==> src/rtl/sub16_seq_pkg.sv <==
// Shared defaults and state type for the slice-serial subtractor.
package sub16_seq_pkg;

  localparam int WIDTH_DEF = 16;
  localparam int SLICE_DEF = 4;

  typedef enum logic [1:0] {
    IDLE = 2'd0,
    CALC = 2'd1,
    DONE = 2'd2
  } state_t;

endpackage

==> src/rtl/sub16_seq_if.sv <==
// Request/result bundle of the slice-serial subtractor.
interface sub16_seq_if #(
    parameter int WIDTH = 16
);

    logic             start;
    logic [WIDTH-1:0] a;
    logic [WIDTH-1:0] b;
    logic             bi;
    logic             busy;
    logic             done;
    logic [WIDTH-1:0] d;
    logic             bo;
    logic             ovf;
    logic             zero;

    modport master (
        output start, a, b, bi,
        input  busy, done, d, bo, ovf, zero
    );

    modport slave (
        input  start, a, b, bi,
        output busy, done, d, bo, ovf, zero
    );

endinterface

==> src/rtl/sub16_seq_sub4_bla.sv <==
// One slice of the subtractor: x - y - bin with borrow lookahead terms.
module sub4_bla #(
    parameter int W = 4
) (
    input  logic [W-1:0] x,
    input  logic [W-1:0] y,
    input  logic         bin,
    output logic [W-1:0] diff,
    output logic         bout
);

    logic [W-1:0] g;
    logic [W-1:0] p;
    logic [W:0]   c;

    // g: this bit borrows on its own; p: this bit passes an incoming borrow
    assign g = ~x & y;
    assign p = ~(x ^ y);

    always_comb begin
        c    = '0;
        c[0] = bin;
        for (int i = 0; i < W; i++) begin
            c[i+1] = g[i] | (p[i] & c[i]);
        end
    end

    assign diff = x ^ y ^ c[W-1:0];
    assign bout = c[W];

endmodule

==> src/rtl/sub16_seq.sv <==
// Slice-serial subtractor: a - b - bi computed SLICE bits per clock.
module sub16_seq
    import sub16_seq_pkg::*;
#(
    parameter int WIDTH = WIDTH_DEF,
    parameter int SLICE = SLICE_DEF
) (
    input  logic        clk,
    input  logic        reset_n,
    sub16_seq_if.slave  bus
);

    localparam int N  = WIDTH / SLICE;
    localparam int KW = (N > 1) ? $clog2(N) : 1;

    state_t           state;
    state_t           state_nx;
    logic             accept;
    logic             last;
    logic [KW-1:0]    k;
    logic [WIDTH-1:0] ra;
    logic [WIDTH-1:0] rb;
    logic [WIDTH-1:0] acc;
    logic [WIDTH-1:0] acc_nx;
    logic             brw;
    logic [SLICE-1:0] sx;
    logic [SLICE-1:0] sy;
    logic [SLICE-1:0] sd;
    logic             sbo;
    logic [WIDTH-1:0] d_q;
    logic             bo_q;
    logic             ovf_q;
    logic             zero_q;

    assign last = (k == KW'(N - 1));
    assign sx   = ra[k*SLICE +: SLICE];
    assign sy   = rb[k*SLICE +: SLICE];

    sub4_bla #(
        .W (SLICE)
    ) u_bla (
        .x    (sx),
        .y    (sy),
        .bin  (brw),
        .diff (sd),
        .bout (sbo)
    );

    // Partial slices collect here so d only moves on the final slice
    always_comb begin
        acc_nx                    = acc;
        acc_nx[k*SLICE +: SLICE]  = sd;
    end

    always_ff @(posedge clk or negedge reset_n) begin
        if (!reset_n) begin
            state <= IDLE;
        end else begin
            state <= state_nx;
        end
    end

    always_comb begin
        state_nx = state;
        accept   = 1'b0;
        unique case (state)
            IDLE: begin
                if (bus.start) begin
                    accept   = 1'b1;
                    state_nx = CALC;
                end
            end
            CALC: begin
                if (last) begin
                    state_nx = DONE;
                end
            end
            DONE: begin
                if (bus.start) begin
                    accept   = 1'b1;
                    state_nx = CALC;
                end else begin
                    state_nx = IDLE;
                end
            end
            default: state_nx = IDLE;
        endcase
    end

    always_ff @(posedge clk or negedge reset_n) begin
        if (!reset_n) begin
            k      <= '0;
            ra     <= '0;
            rb     <= '0;
            acc    <= '0;
            brw    <= 1'b0;
            d_q    <= '0;
            bo_q   <= 1'b0;
            ovf_q  <= 1'b0;
            zero_q <= 1'b0;
        end else if (accept) begin
            ra  <= bus.a;
            rb  <= bus.b;
            brw <= bus.bi;
            k   <= '0;
        end else if (state == CALC) begin
            acc <= acc_nx;
            brw <= sbo;
            k   <= k + KW'(1);
            if (last) begin
                k      <= '0;
                d_q    <= acc_nx;
                bo_q   <= sbo;
                ovf_q  <= (ra[WIDTH-1] ^ rb[WIDTH-1]) &
                          (acc_nx[WIDTH-1] ^ ra[WIDTH-1]);
                zero_q <= (acc_nx == '0);
            end
        end
    end

    assign bus.busy = (state == CALC);
    assign bus.done = (state == DONE);
    assign bus.d    = d_q;
    assign bus.bo   = bo_q;
    assign bus.ovf  = ovf_q;
    assign bus.zero = zero_q;

endmodule

==> src/flat_wrapper.sv <==
// flat-port wrapper written by rule: the top's interface ports become plain ports
module sub16_seq_flat import sub16_seq_pkg::*;
#(
    parameter int WIDTH = WIDTH_DEF,
    parameter int SLICE = SLICE_DEF
)
  (clk, reset_n, bus_start, bus_a, bus_b, bus_bi, bus_busy, bus_done, bus_d, bus_bo, bus_ovf, bus_zero);
  sub16_seq_if #(.WIDTH(WIDTH)) bus_i ();
  input  logic clk;
  input  logic reset_n;
  input wire logic [$bits(bus_i.start)-1:0] bus_start;
  input wire logic [$bits(bus_i.a)-1:0] bus_a;
  input wire logic [$bits(bus_i.b)-1:0] bus_b;
  input wire logic [$bits(bus_i.bi)-1:0] bus_bi;
  output wire logic [$bits(bus_i.busy)-1:0] bus_busy;
  output wire logic [$bits(bus_i.done)-1:0] bus_done;
  output wire logic [$bits(bus_i.d)-1:0] bus_d;
  output wire logic [$bits(bus_i.bo)-1:0] bus_bo;
  output wire logic [$bits(bus_i.ovf)-1:0] bus_ovf;
  output wire logic [$bits(bus_i.zero)-1:0] bus_zero;
  assign bus_i.start = bus_start;
  assign bus_i.a = bus_a;
  assign bus_i.b = bus_b;
  assign bus_i.bi = bus_bi;
  assign bus_busy = bus_i.busy;
  assign bus_done = bus_i.done;
  assign bus_d = bus_i.d;
  assign bus_bo = bus_i.bo;
  assign bus_ovf = bus_i.ovf;
  assign bus_zero = bus_i.zero;
  sub16_seq #(.WIDTH(WIDTH), .SLICE(SLICE)) u_core (.clk(clk), .reset_n(reset_n), .bus(bus_i));
endmodule
==> config.mk <==
export PLATFORM = sky130hd
export DESIGN_NAME = sub16_seq_flat
export DESIGN_NICKNAME = d
export VERILOG_FILES = /design/src/rtl/sub16_seq_pkg.sv /design/src/rtl/sub16_seq_if.sv /design/src/rtl/sub16_seq_sub4_bla.sv /design/src/rtl/sub16_seq.sv /design/src/flat_wrapper.sv
export SDC_FILE = /design/constraint.sdc
export NUM_CORES = 1
export LEC_CHECK = 0
export ABC_AREA = 1
export BUFFER_PORTS_ARGS = -buffer_cell sky130_fd_sc_hd__clkbuf_2
export CORE_MARGIN = 4
export CORE_UTILIZATION = 50
export DETAILED_ROUTE_END_ITERATION = 16
export GPL_ROUTABILITY_DRIVEN = 0
export GPL_TIMING_DRIVEN = 0
export HOLD_SLACK_MARGIN = 0.02
export PLACE_DENSITY_LB_ADDON = 0.25
export REMOVE_ABC_BUFFERS = 1
export SLEW_MARGIN = 20
export SYNTH_ARGS = -nofsm -noshare
export SYNTH_HDL_FRONTEND = slang
export SYNTH_HIERARCHICAL = 1
export SYNTH_SLANG_ARGS = --single-unit
==> constraint.sdc <==
create_clock -name clk -period 10.5 [get_ports clk]
set_clock_uncertainty 0.2 [all_clocks]
set_input_delay 2.1 -clock clk [delete_from_list [all_inputs] [get_ports clk]]
set_output_delay 2.1 -clock clk [all_outputs]
set_load 0.01 [all_outputs]
==> results_dict.tcl, run 1 <==
set metrics [dict create \
    status "completed" \
    power_frac_seq_pct 35.6 \
    antenna_found_initial 0 \
    grt_pass1_wl_um 12400 \
    syn_to_final_growth_pct 15.2 \
    pwr-share-clk_pct 16.3 \
    numCtsBuffers 9 \
    timing.hold.ws_ns 0.270 \
    period_needed_ns 4.31 \
    p_total_mw 1.35 \
    synth_warnings 6 \
    worstSetupStartpointType "flop" \
    critPathKind "reg2reg" \
    rsz0062_at_grt "false" \
    first_pass_iters 4 \
    async_flop_share_pct 100 \
    p_leak_nw 2.26 \
    hold_buffers 0 \
    cts_buffer_depth 2 \
    clkLatencyLatePin_ns 0.35 \
    clk_pin_slew_ns 0.07 \
    max_freq_mhz 232 \
    dpl.hpwl_um 5030 \
    pwr_density_cell_nw_per_um2 333 \
    drive_above_1_share_pct 15.7 \
    crit_fanout 28 \
    rows 30 \
    cts_tree "yes" \
    grt_pass1_vias 2824 \
    finalHoldViolations 0 \
    cts-root-buf "clkbuf_8" \
    globalRouteOverflowTotal 0 \
    setup_viol 0 \
    critPathArrivalTime_ns 4.40 \
    syn-cell-area_um2 3510 \
    drc_errors 0 \
    switching_power_mw 0.600 \
    cts_sinks 72 \
    synth_cell_types 24 \
    post_cts_resized 0 \
    die_y_um 91.8 \
    end_kind "flop" \
    combPwrFrac_pct 48.0 \
    viasPerCell 4.86 \
    die_area_um2 8430 \
    start_util_pct 51.7 \
    netSwitchingFraction_pct 44.5 \
    grt_use_total_pct 18.3 \
    drtAntennaViolNets 0 \
    ys.flop_type "dfrtp_1" \
    worstHoldPathType "reg2reg" \
    max_slew.worst_pin.slew_ns 0.854 \
    finalCritPeriodShare_pct 41.1 \
    ioPinCount 57 \
    fin_util_pct 59.6 \
    routed_wl_um 7220 \
    required_ns 10.59 \
    drt-initial-drc-count 89 \
    portBuffers 56 \
    fin_tns_setup_ns 0 \
    synth_enable_flop_cells 0 \
    via_count 2934 \
    vdd_drop_max_uv 149 \
    synth_cells 452 \
    wl_per_cell_um 12.0 \
    nets 549 \
    relSlewSlack_pct 43.1 \
    ys_seq_area_share_pct 51.3 \
    core_um2 6790 \
    avgSynthCellArea_um2 7.77 \
    num_antenna_cells 0 \
    internal-power_mw 0.748 \
    synth-seq-cells 72 \
    max_cap_viol_count 0 \
    cts_setup_buffers 0 \
    report.final.slew_viol_count 0 \
    die_w_um 91.8 \
    grt_max_degree 39 \
    htreeDepth 3 \
]
[area by class of cell]
type / instances / area (um^2)
multi-input combinational: 328 / 1490
timing repair buffer: 57 / 303
sequential: 72 / 1800
clock buffer: 13 / 159
inverter: 35 / 131
clock inverter: 3 / 40.0
tap: 96 / 120
fill: 661 / 2750
[cell usage after synthesis, drive strengths merged (4+ instances only)]
cell   count  share of area (%)
ha         6                2.1
dfrtp     72                 51
o21ai     26                3.7
inv       34                3.6
o22ai      8                1.4
buf       15                2.4
fa         4                2.3
nand3     14                2.1
nor2      42                5.1
nand2    216                 23
a31oi      8                1.4
[worst max-delay path, stage by stage (launching register included)]
cell     delay (ns)
dfrtp_1        0.90
inv_2          0.33
o21ai_0        0.24
o22ai_1        0.10
inv_1          0.09
fa_1           0.17
inv_1          0.05
fa_1           0.39
fa_1           0.39
inv_1          0.08
fa_1           0.46
nand2_1        0.09
inv_1          0.06
nand3_1        0.08
nand2_1        0.14
nor2_1         0.14
nand2_1        0.06
nor2_1         0.14
nand2_1        0.06
nand2_1        0.06
[layout by cell type, fill, tap and decap left out]
cell type,instances
dfrtp_1,72
clkbuf_1,2
clkinv_2,2
o21a_1,1
ha_1,6
nand3b_1,2
bufinv_16,1
nand2_1,215
nor2_1,39
clkbuf_2,55
o21ai_1,2
nor2_2,1
a31oi_1,8
o31ai_1,1
nor2_4,1
clkinv_1,1
nand3_1,13
o21ai_0,24
inv_2,4
o22ai_1,8
nand3_2,1
clkbuf_8,11
fa_1,4
buf_12,1
nand2_4,1
inv_1,30
clkbuf_4,1
nor2_8,1
[metrics by stage]
stage | std cells | cell area [um^2] | worst slack, ns
floorplan | 435 | 3420 | 6.73
global placement | 587 | 3820 | 6.14
detailed placement | 588 | 3850 | 6.21
CTS | 604 | 4050 | 6.17
global route | 604 | 4050 | 5.72
finish | 604 | 4050 | 6.19
[layer usage]
layer / vias up / track usage (%) / wire, um
li1: 1492 / - / -
met1: 1368 / 23.4 / 3390
met2: 66 / 30.6 / 3400
met3: 8 / 4.18 / 351
met4: 0 / 5.94 / 81
met5: - / 0 / 0
[flip-flops by register name, indices dropped and copies added (netlist names)]
signal,flops
u_core/acc,16
u_core/brw,1
u_core/bus.bo,1
u_core/bus.d,16
u_core/bus.ovf,1
u_core/bus.zero,1
u_core/k,2
u_core/ra,16
u_core/rb,16
u_core/state,2
[power groups by stage]
stage               Sequential [mW]  Clock (mW)  Combinational, mW
finish                        0.480       0.220              0.648
global route                  0.495       0.238              0.750
CTS                           0.481       0.226              0.653
detailed placement            0.486           0              0.652
global placement              0.480           0              0.629
floorplan                     0.478           0              0.464
[kinds of logic (layout without fill, tap and decap cells)]
logic type,after synthesis,count (layout),synth area share (%)
compound gates,44,44,6.98
fa+ha+maj,10,10,4.42
buf+inv,52,108,6.34
flops,72,72,51.3
simple gates,274,274,31.0
[worst paths after layout]
| check | endpoint | slack (ns) | depth (start not counted) | start |
|---|---|---|---|---|
| max | u_core/bus.zero$_DFFE_PN0P_ | 6.19 | 19 | u_core/k[0]$_DFFE_PN0P_ |
| max reg2reg | u_core/bus.zero$_DFFE_PN0P_ | 6.19 | 19 | u_core/k[0]$_DFFE_PN0P_ |
| min reg2reg | u_core/rb[6]$_DFFE_PN0P_ | 0.27 | 2 | u_core/rb[6]$_DFFE_PN0P_ |
| max in group asynchronous | u_core/rb[2]$_DFFE_PN0P_ | 8.00 | 2 | reset_n |
| min in group asynchronous | u_core/bus.d[13]$_DFFE_PN0P_ | 1.53 | 1 | reset_n |
| min | u_core/rb[6]$_DFFE_PN0P_ | 0.27 | 2 | u_core/rb[6]$_DFFE_PN0P_ |
(Power assumes the default switching activity.)
==> run 2, diff against run 1 <==
==> constraint.sdc (replaced) <==
create_clock -name clk -period 4.44 [get_ports clk]
set_clock_uncertainty 0.2 [all_clocks]
set_input_delay 0.888 -clock clk [delete_from_list [all_inputs] [get_ports clk]]
set_output_delay 0.888 -clock clk [all_outputs]
set_load 0.01 [all_outputs]
==> results_dict.tcl, run 2 (synthesis gave the netlist of run 1 again) <==
set metrics [dict create \
    cts_setup_buffers 0 \
    layout_common_cells "215 x nand2_1, 71 x dfrtp_1, 55 x clkbuf_2" \
    grt_max_degree 39 \
    dpl.hpwl_um 5030 \
    dpl_cell_area_um2 3850 \
    viasPerCell 4.83 \
    first_pass_iters 4 \
    drtAntennaViolNets 0 \
    drc_errors 0 \
    placedCellCount 588 \
    layoutNonFillerInstCount 604 \
    max_stage_delay_ns 0.66 \
    power_frac_seq_pct 35.7 \
    report.final.slew_viol_count 0 \
    internal-power_mw 1.77 \
    final_common_cell "nand2_1" \
    grt_pass1_wl_um 12400 \
    cts_buffer_depth 2 \
    finalCritPeriodShare_pct 90.7 \
    grt_use_total_pct 18.3 \
    period_needed_ns 4.03 \
    crit_fanout 12 \
    num_antenna_cells 0 \
    max_slew.worst_pin.slew_ns 0.755 \
    nets 549 \
    worstSetupStartpointType "flop" \
    fin_tns_setup_ns 0 \
    setup_viol 0 \
    ioPinCount 57 \
    vdd_drop_max_uv 353 \
    finalHoldViolations 0 \
    netSwitchingFraction_pct 44.6 \
    cts_sinks 72 \
    die_w_um 91.8 \
    worstHoldPathType "reg2reg" \
    cp_cell_sequence "clkinvlp_4, o21ai_0, o22ai_1, inv_1, fa_1, inv_1, fa_1, fa_1, inv_1, fa_1, nand2_1, inv_1, nand3_1, nand2_1, nor2_1, nand2_1, nor2_1, nand2_1, nand2_1" \
    die_y_um 91.8 \
    max_freq_mhz 248 \
    end_kind "flop" \
    hold_buffers 0 \
    globalRouteOverflowTotal 0 \
    crit_top_cell "nand2_1" \
    wl_per_cell_um 11.9 \
    numCtsBuffers 9 \
    worstPathBufferInverterCount 5 \
    antenna_found_initial 0 \
    relSlewSlack_pct 49.6 \
    routed_wl_um 7220 \
    status "completed" \
    postLayoutCellArea_um2 4050 \
    htreeDepth 3 \
    switching_power_mw 1.42 \
    cts-root-buf "clkbuf_8" \
    rsz0062_at_grt "false" \
    core_um2 6790 \
    clkLatencyLatePin_ns 0.35 \
    cp_top_family "adder cells" \
    cts_tree "yes" \
    critPathArrivalTime_ns 4.12 \
    critPathKind "reg2reg" \
    start_util_pct 51.7 \
    die_area_um2 8430 \
    combPwrFrac_pct 48.0 \
    pwr-share-clk_pct 16.3 \
    critical-path-slowest-cell "dfrtp_1" \
    grt_pass1_vias 2824 \
    via_count 2916 \
    p_leak_nw 2.26 \
    required_ns 4.53 \
    syn_to_final_growth_pct 15.4 \
    portBuffers 56 \
    pwr_density_cell_nw_per_um2 788 \
    drt-initial-drc-count 91 \
    rows 30 \
    clk_pin_slew_ns 0.07 \
    max_cap_viol_count 0 \
    drive_above_1_share_pct 16.1 \
]
==> run 2: cell types whose count changed in the layout (fill, tap and decap cells not counted), sizes merged <==
cell,before,now
clkinv,3,2
clkinvlp,0,1
==> run 2: per-layer routing <==
metal | part of all wire [%] | vias to the layer above | track usage, % | wire length [um]
met3 | 4.9 | 8 | 4.18 | 350
met4 | 1.1 | 0 | 5.94 | 81
li1 | - | 1494 | - | -
met5 | 0 | - | 0 | 0
met2 | 47 | 64 | 30.6 | 3390
met1 | 47 | 1350 | 23.4 | 3390
==> run 2: path summary, 6_finish.rpt <==
check | from | end | slack, ns | cells after the start
max in group asynchronous | reset_n | u_core/k[0]$_DFFE_PN0P_ | 3.16 | 2
max reg2reg | u_core/k[1]$_DFFE_PN0P_ | u_core/bus.zero$_DFFE_PN0P_ | 0.41 | 19
min reg2reg | u_core/rb[6]$_DFFE_PN0P_ | u_core/rb[6]$_DFFE_PN0P_ | 0.27 | 2
max | u_core/k[1]$_DFFE_PN0P_ | u_core/bus.zero$_DFFE_PN0P_ | 0.41 | 19
min in group asynchronous | reset_n | u_core/bus.d[13]$_DFFE_PN0P_ | 0.32 | 1
min | u_core/rb[6]$_DFFE_PN0P_ | u_core/rb[6]$_DFFE_PN0P_ | 0.27 | 2
==> run 2: area by class of cell <==
cell class,instances,area [um^2]
Fill cell,658,2740
Sequential cell,72,1800
Multi-Input combinational cell,328,1490
Timing Repair Buffer,57,303
Clock buffer,13,159
Inverter,35,135
Tap cell,96,120
Clock inverter,3,40.0
==> run 2: worst reg2reg max path, cell delays in order, from the launching register on <==
cell and delay, ns:
dfrtp_1 0.66, clkinvlp_4 0.40, o21ai_0 0.16, o22ai_1 0.10
inv_1 0.09, fa_1 0.17, inv_1 0.05, fa_1 0.40
fa_1 0.39, inv_1 0.08, fa_1 0.46, nand2_1 0.09
inv_1 0.05, nand3_1 0.08, nand2_1 0.14, nor2_1 0.15
nand2_1 0.06, nor2_1 0.14, nand2_1 0.06, nand2_1 0.06
==> run 2: per-stage QoR <==
stage / hold WS, ns / worst slack (ns) / total power [mW] / util (%)
CTS: 0.272 / 0.111 / 3.22 / 59.6
global route: 0.289 / 0.0355 / 3.51 / 59.7
global placement: 0.249 / 0.248 / 2.62 / 56.2
floorplan: 0.237 / 0.881 / 2.23 / -
finish: 0.270 / 0.412 / 3.19 / 59.7
detailed placement: 0.254 / 0.150 / 2.69 / 56.6
==> run 2: timing repair <==
item                       4_1_cts  5_1_grt
resized for setup                0        2
setup endpoints to repair        0        3
hold endpoints to repair         0        0
==> run 2: power by group through the flow <==
| stage | Sequential [mW] | Combinational [mW] | Clock [mW] |
|---|---|---|---|
| global route | 1.17 | 1.78 | 0.563 |
| floorplan | 1.13 | 1.10 | 0 |
| global placement | 1.14 | 1.49 | 0 |
| finish | 1.14 | 1.53 | 0.521 |
| CTS | 1.14 | 1.54 | 0.534 |
| detailed placement | 1.15 | 1.54 | 0 |
